## src/rtl/fetch_pkg.sv

```systemverilog
// Shared types and constants for the instruction fetch sequencer.
package fetch_pkg;

  // Fetch sequencer states
  typedef enum logic [1:0] {
    BOOT  = 2'd0,
    ISSUE = 2'd1,
    WAIT  = 2'd2,
    VALID = 2'd3
  } fetch_state_e;

  // Canonical NOP (addi x0, x0, 0) shown on out_instr when nothing valid
  localparam logic [31:0] DEFAULT_NOP_INSTR = 32'h0000_0013;

  // First fetch address after reset
  localparam logic [31:0] DEFAULT_RESET_PC  = 32'h0000_0000;

endpackage : fetch_pkg

```

## src/rtl/fetch_ctrl.sv

```systemverilog
// IF-stage fetch sequencer: owns the PC, drives a single-outstanding
// variable-latency instruction memory, drops wrong-path responses after a
// redirect and hands fetched instructions to IF/ID over valid/ready.
module fetch_ctrl
  import fetch_pkg::*;
#(
  parameter int               XLEN      = 32,
  parameter logic [XLEN-1:0]  RESET_PC  = DEFAULT_RESET_PC,
  parameter logic [XLEN-1:0]  NOP_INSTR = DEFAULT_NOP_INSTR
) (
  input  logic             clk,
  input  logic             reset,
  input  logic             redirect_valid,
  input  logic [XLEN-1:0]  redirect_pc,
  output logic             imem_req,
  output logic [XLEN-1:0]  imem_addr,
  input  logic             imem_rvalid,
  input  logic [XLEN-1:0]  imem_rdata,
  output logic             out_valid,
  input  logic             out_ready,
  output logic [XLEN-1:0]  out_pc,
  output logic [XLEN-1:0]  out_pcplus4,
  output logic [XLEN-1:0]  out_instr
);

  fetch_state_e     state_q, state_d;
  logic [XLEN-1:0]  pc_q, pc_d;
  logic             kill_q, kill_d;
  logic             imem_req_q, imem_req_d;
  logic [XLEN-1:0]  imem_addr_q, imem_addr_d;
  logic             out_valid_q, out_valid_d;
  logic [XLEN-1:0]  out_pc_q, out_pc_d;
  logic [XLEN-1:0]  out_pcplus4_q, out_pcplus4_d;
  logic [XLEN-1:0]  out_instr_q, out_instr_d;

  logic [XLEN-1:0]  redirect_target;
  logic [XLEN-1:0]  pc_plus4;
  logic             unused_redirect_lsbs;

  // Redirect targets are always word aligned; the low bits are dropped.
  assign redirect_target      = {redirect_pc[XLEN-1:2], 2'b00};
  assign unused_redirect_lsbs = ^redirect_pc[1:0];

  // Sequential increment wraps naturally modulo 2^XLEN.
  assign pc_plus4 = pc_q + XLEN'(4);

  // Next-state and next-output logic; redirect always takes priority.
  always_comb begin
    state_d       = state_q;
    pc_d          = pc_q;
    kill_d        = kill_q;
    out_valid_d   = out_valid_q;
    out_pc_d      = out_pc_q;
    out_pcplus4_d = out_pcplus4_q;
    out_instr_d   = out_instr_q;

    case (state_q)
      BOOT: begin
        // One dead cycle swallows any response left over from before reset.
        if (redirect_valid) begin
          pc_d = redirect_target;
        end
        state_d = ISSUE;
      end

      ISSUE: begin
        // The request just went out for the old pc; its response is now stale.
        if (redirect_valid) begin
          pc_d   = redirect_target;
          kill_d = 1'b1;
        end
        state_d = WAIT;
      end

      WAIT: begin
        if (redirect_valid) begin
          pc_d = redirect_target;
          if (imem_rvalid) begin
            // Stale response arrives together with the redirect: drop it now.
            kill_d  = 1'b0;
            state_d = ISSUE;
          end else begin
            // Response still in flight: mark it for discard. Only one is
            // ever outstanding, so repeated redirects just move the target.
            kill_d = 1'b1;
          end
        end else if (imem_rvalid) begin
          if (kill_q) begin
            // Wrong-path response; pc already holds the redirect target.
            kill_d  = 1'b0;
            state_d = ISSUE;
          end else begin
            out_instr_d   = imem_rdata;
            out_pc_d      = pc_q;
            out_pcplus4_d = pc_plus4;
            out_valid_d   = 1'b1;
            pc_d          = pc_plus4;
            state_d       = VALID;
          end
        end
      end

      VALID: begin
        if (redirect_valid) begin
          // A redirect cancels the held instruction even if out_ready is high.
          out_valid_d = 1'b0;
          pc_d        = redirect_target;
          state_d     = ISSUE;
        end else if (out_valid_q && out_ready) begin
          out_valid_d = 1'b0;
          state_d     = ISSUE;
        end
      end

      default: begin
        state_d = BOOT;
      end
    endcase

    // The request pulse and its address are registered on entry to ISSUE;
    // the address then stays put until the next request.
    imem_req_d  = (state_d == ISSUE);
    imem_addr_d = (state_d == ISSUE) ? pc_d : imem_addr_q;
  end

  // State and registered outputs, with synchronous active-low reset.
  always_ff @(posedge clk) begin
    if (!reset) begin
      state_q       <= BOOT;
      pc_q          <= RESET_PC;
      kill_q        <= 1'b0;
      imem_req_q    <= 1'b0;
      imem_addr_q   <= RESET_PC;
      out_valid_q   <= 1'b0;
      out_pc_q      <= RESET_PC;
      out_pcplus4_q <= RESET_PC + XLEN'(4);
      out_instr_q   <= NOP_INSTR;
    end else begin
      state_q       <= state_d;
      pc_q          <= pc_d;
      kill_q        <= kill_d;
      imem_req_q    <= imem_req_d;
      imem_addr_q   <= imem_addr_d;
      out_valid_q   <= out_valid_d;
      out_pc_q      <= out_pc_d;
      out_pcplus4_q <= out_pcplus4_d;
      out_instr_q   <= out_instr_d;
    end
  end

  assign imem_req    = imem_req_q;
  assign imem_addr   = imem_addr_q;
  assign out_valid   = out_valid_q;
  assign out_pc      = out_pc_q;
  assign out_pcplus4 = out_pcplus4_q;
  assign out_instr   = out_instr_q;

  // Memory may only answer while a request is outstanding (WAIT). BOOT is
  // excluded because absorbing a leftover pre-reset response is its job.
  a_rvalid_only_when_waiting : assert property (
    @(posedge clk) disable iff (!reset)
      imem_rvalid |-> (state_q == WAIT || state_q == BOOT)
  );

endmodule : fetch_ctrl

```

## config.mk

```make
export PLATFORM = sky130hd
export DESIGN_NAME = fetch_ctrl
export DESIGN_NICKNAME = d
export VERILOG_FILES = /design/src/rtl/fetch_pkg.sv /design/src/rtl/fetch_ctrl.sv
export SDC_FILE = /design/constraint.sdc
export NUM_CORES = 1
export LEC_CHECK = 0
export ABC_AREA = 1
export ABC_CLOCK_PERIOD_IN_PS = 4750
export CAP_MARGIN = 20
export CORE_AREA = 2 2 119 121
export CTS_BUF_LIST = sky130_fd_sc_hd__clkbuf_16
export CTS_CLUSTER_DIAMETER = 120
export CTS_CLUSTER_SIZE = 8
export DETAILED_ROUTE_END_ITERATION = 10
export DIE_AREA = 0 0 121 123
export PLACE_DENSITY_LB_ADDON = 0.1
export SETUP_SLACK_MARGIN = 0.15
export SLEW_MARGIN = 10
export SYNTH_ARGS = -nofsm -noshare
export SYNTH_HDL_FRONTEND = slang
export SYNTH_SLANG_ARGS = --single-unit
```

## constraint.sdc

```tcl
create_clock -name clk -period 4.75 [get_ports clk]
set_input_delay 0.475 -clock clk [delete_from_list [all_inputs] [get_ports clk]]
set_output_delay 0.475 -clock clk [all_outputs]
set_load 0.05 [all_outputs]
```

==> results.txt <==
----------------------------------------------------
[Worst setup path]
  Endpoint of the lowest-slack register-to-register path ... out_pcplus4[18]
  Nature of the critical path endpoint ... flip-flop
  FF-to-FF setup slack ... 2410 ps
  Worst setup path startpoint ... redirect_valid
  Required time of the critical path ... 5070 ps
  End point of the critical path ... imem_addr[6]
  Startpoint class of the critical path ... primary input
  Reg-to-reg startpoint ... state_q[0]
  Number of cells on the worst reg-to-reg path ... 10
  Worst Setup Path Type ... primary input to flip-flop
  Top fanout value on the critical path ... 48
  Worst EP arrival ... 3130 ps

[Route]
  Post-route antenna net violation count ... 0
  Via-to-Cell Ratio ... 5.20
  DRC violation count after routing ... 0
  Iteration count of the initial detailed-routing pass ... 5
  Routed WL ... 20500 um
  Vias ... 7011
  Initial drt markers ... 596
  Routed wire per std cell ... 15.2 um

[Final layout]
  Ratio of cells with drive above 1 in the final layout ... 0.0428
  Area occupied by registers ... 0.00326 sq mm
  Most frequent cells in the layout ... 213 x sky130_fd_sc_hd__nand2_1, 195 x sky130_fd_sc_hd__clkdlybuf4s50_1, 191 x sky130_fd_sc_hd__nor2_1
  Combined area of the multi-input logic cells ... 0.00314 sq mm
  Nets@finish ... 1228
  Layout filler cell count ... 1179
  Leading cell type in the layout, fill and taps excluded ... sky130_fd_sc_hd__nand2_1
  Finished Cell Area ... 0.00952 sq mm
  Area growth syn-to-layout ... 36.5%
  Antenna diode instance count ... 0

[Floorplan]
  # rows ... 43
  Die Area ... 0.0149 sq mm
  Boundary pin count ... 199
  Chip width ... 121 um
  Initial core utilization ... 0.513
  Floorplan Core Area ... 0.0136 sq mm
  Vertical extent of the die ... 123 um

[Logic synthesis]
  Post-synthesis sequential area ratio ... 0.468
  Mean instance size in the synthesized netlist ... 7.06 sq um
  Netlist area before placement ... 0.00698 sq mm
  Yosys warns ... 0
  Flops & latches, synth ... 163
  Syn Inst Count ... 988
  Synth Net Count ... 1058
  Distinct cell type count after synthesis ... 40

[Clocking]
  Cts bufs inserted ... 17
  CTS tree ... yes
  CTS-repair resized insts ... 0
  Clock transition at the registers of the reported paths ... 60 ps
  Deepest level of the CTS H-tree ... 4
  Root Driver ... sky130_fd_sc_hd__clkbuf_16
  Post-CTS Setup Bufs ... 0
  # clock sinks ... 163
  Number of hold buffers added after CTS ... 0
  Insertion delay to the later sink of the worst-skew pair ... 430 ps
  Deepest clock path buffer count ... 2

[Place]
  Weighted congestion at the end of routability-driven global placement ... 0.923
  Total placed instance area ... 0.00895 sq mm
  Number of port buffers ... 196
  Post-place setup slack ... 1500 ps
  Final HPWL DP ... 14500 um

[Pwr]
  Leakage power ... 3.89 nW
  Areal power density over the cells ... 374 mW/mm^2
  Maximum ir drop on the vdd rail ... 0.281 mV

[Run status]
  Outcome ... completed

[Timing]
  Slew margin rel. ... 0.491
  Time the final worst path needs with I/O delays and setup ... 2820 ps
  Setup-failing EPs final ... 0
  Fmax ... 0.355 GHz
  Total Negative Setup Slacks ... 0 ps
  Post-Route Skew ... 5.21 ps
  Final Cycle Share ... 0.593
  RSZ-0062 raised after global routing ... false
  Max-slew violation count ... 0
  Slew @ Worst Pin ... 763 ps
  Worst setup margin ... 1930 ps
  Final number of hold-violating endpoints ... 0

[Global route]
  Overflow left after global routing ... 0
  Initial antenna violation count ... 0
  Wire length of the first global-routing pass ... 32000 um
  Global routing usage summed across all routing layers ... 0.277
  Vias in the first global route ... 6110
  Maximum number of pins on one net before global-route repair ... 73

[Min path]
  Path class of the lowest-slack min-delay path ... flip-flop to flip-flop

[Flow run]
  Number of max-cap violations ... 0

----------------------------------------------------
-- power breakdown --
| part | switching [W] | total [W] | internal (W) |
|---|---|---|---|
| combinational | 0.000467 | 0.000703 | 0.000236 |
| sequential | 0.0000555 | 0.00151 | 0.00145 |
| clock | 0.000537 | 0.00135 | 0.000810 |
-- state kept, by name (all words and copies together) (netlist names) --
name         count
out_pc          32
imem_req         1
out_pcplus4     30
imem_addr       32
out_valid        1
out_instr       32
state_q          2
kill_q           1
pc_q            32
-- how the worst min path moves through the flow --
stage,start,slack [ps],to,depth (start not counted)
floorplan,state_q[0],440,out_valid,1
global placement,imem_addr[6],440,imem_addr[6],2
detailed placement,imem_addr[5],440,imem_addr[5],2
finish,imem_addr[5],440,imem_addr[5],2
CTS,imem_addr[5],450,imem_addr[5],2
global route,reset,460,imem_req,3
-- layout make-up --
cell class	instances	area share
sequential	163	0.343
multi-input combinational	692	0.329
timing repair buffer	203	0.212
clock buffer	17	0.0447
inverter	81	0.0323
tap	180	0.0236
clock inverter	13	0.0151
-- metal layers --
metal | routed length (um) | track usage
met5 | 0 | 0
met1 | 9360 | 0.391
met2 | 9120 | 0.426
met3 | 1830 | 0.0715
met4 | 203 | 0.0669
-- cells by family after synthesis --
| kind of cell | Yosys count | share of synthesized area |
|---|---|---|
| simple gates | 468 | 0.272 |
| mux | 1 | 0.00143 |
| fa+ha+maj | 1 | 0.00179 |
| xor+xnor | 3 | 0.00377 |
| buf+inv | 133 | 0.0830 |
| compound gates | 219 | 0.171 |
| flops | 163 | 0.468 |
-- cells in the mapped netlist, drive strengths merged --
cell | instances | area share
a31oi | 2 | 0.0018
o21a | 3 | 0.0032
ha | 1 | 0.0018
mux2i | 1 | 0.0014
nand3 | 44 | 0.032
nand2 | 216 | 0.12
nor2 | 195 | 0.11
o211ai | 8 | 0.0086
clkbuf | 25 | 0.013
or2 | 1 | 0.00090
a211oi | 10 | 0.011
xor2 | 3 | 0.0038
o211a | 2 | 0.0029
nand4 | 2 | 0.0018
o22ai | 3 | 0.0027
dfxtp | 163 | 0.47
a2bb2oi | 3 | 0.0038
a2111oi | 1 | 0.0013
buf | 27 | 0.026
nor3b | 1 | 0.0018
a22oi | 3 | 0.0032
nor3 | 7 | 0.0066
nand3b | 1 | 0.0011
and2 | 1 | 0.00090
o21ai | 116 | 0.083
inv | 81 | 0.044
o221ai | 1 | 0.0013
a21oi | 67 | 0.048
-- worst max-delay path: stages --
cell and delay [ps]:
sky130_fd_sc_hd__clkdlybuf4s50_1 450, sky130_fd_sc_hd__buf_4 410, sky130_fd_sc_hd__inv_1 320, sky130_fd_sc_hd__nand2_1 190, sky130_fd_sc_hd__nor2_1 80, sky130_fd_sc_hd__nor3_4 540
sky130_fd_sc_hd__inv_4 150, sky130_fd_sc_hd__nand2_4 120, sky130_fd_sc_hd__inv_2 180, sky130_fd_sc_hd__nor2_1 150, sky130_fd_sc_hd__a21oi_1 50
-- metrics by stage --
step | util | hold slack [ps] | instances | power [W]
5_1_grt | 0.700 | 459 | 1349 | 0.00370
3_5_place_dp | 0.658 | 436 | 1319 | 0.00224
3_3_place_gp | 0.658 | 437 | 1319 | 0.00223
6_report | 0.700 | 443 | 1349 | 0.00356
2_1_floorplan | - | 437 | 988 | 0.00199
4_1_cts | 0.700 | 445 | 1349 | 0.00358
Note: power is estimated with default switching activity, not from simulation.
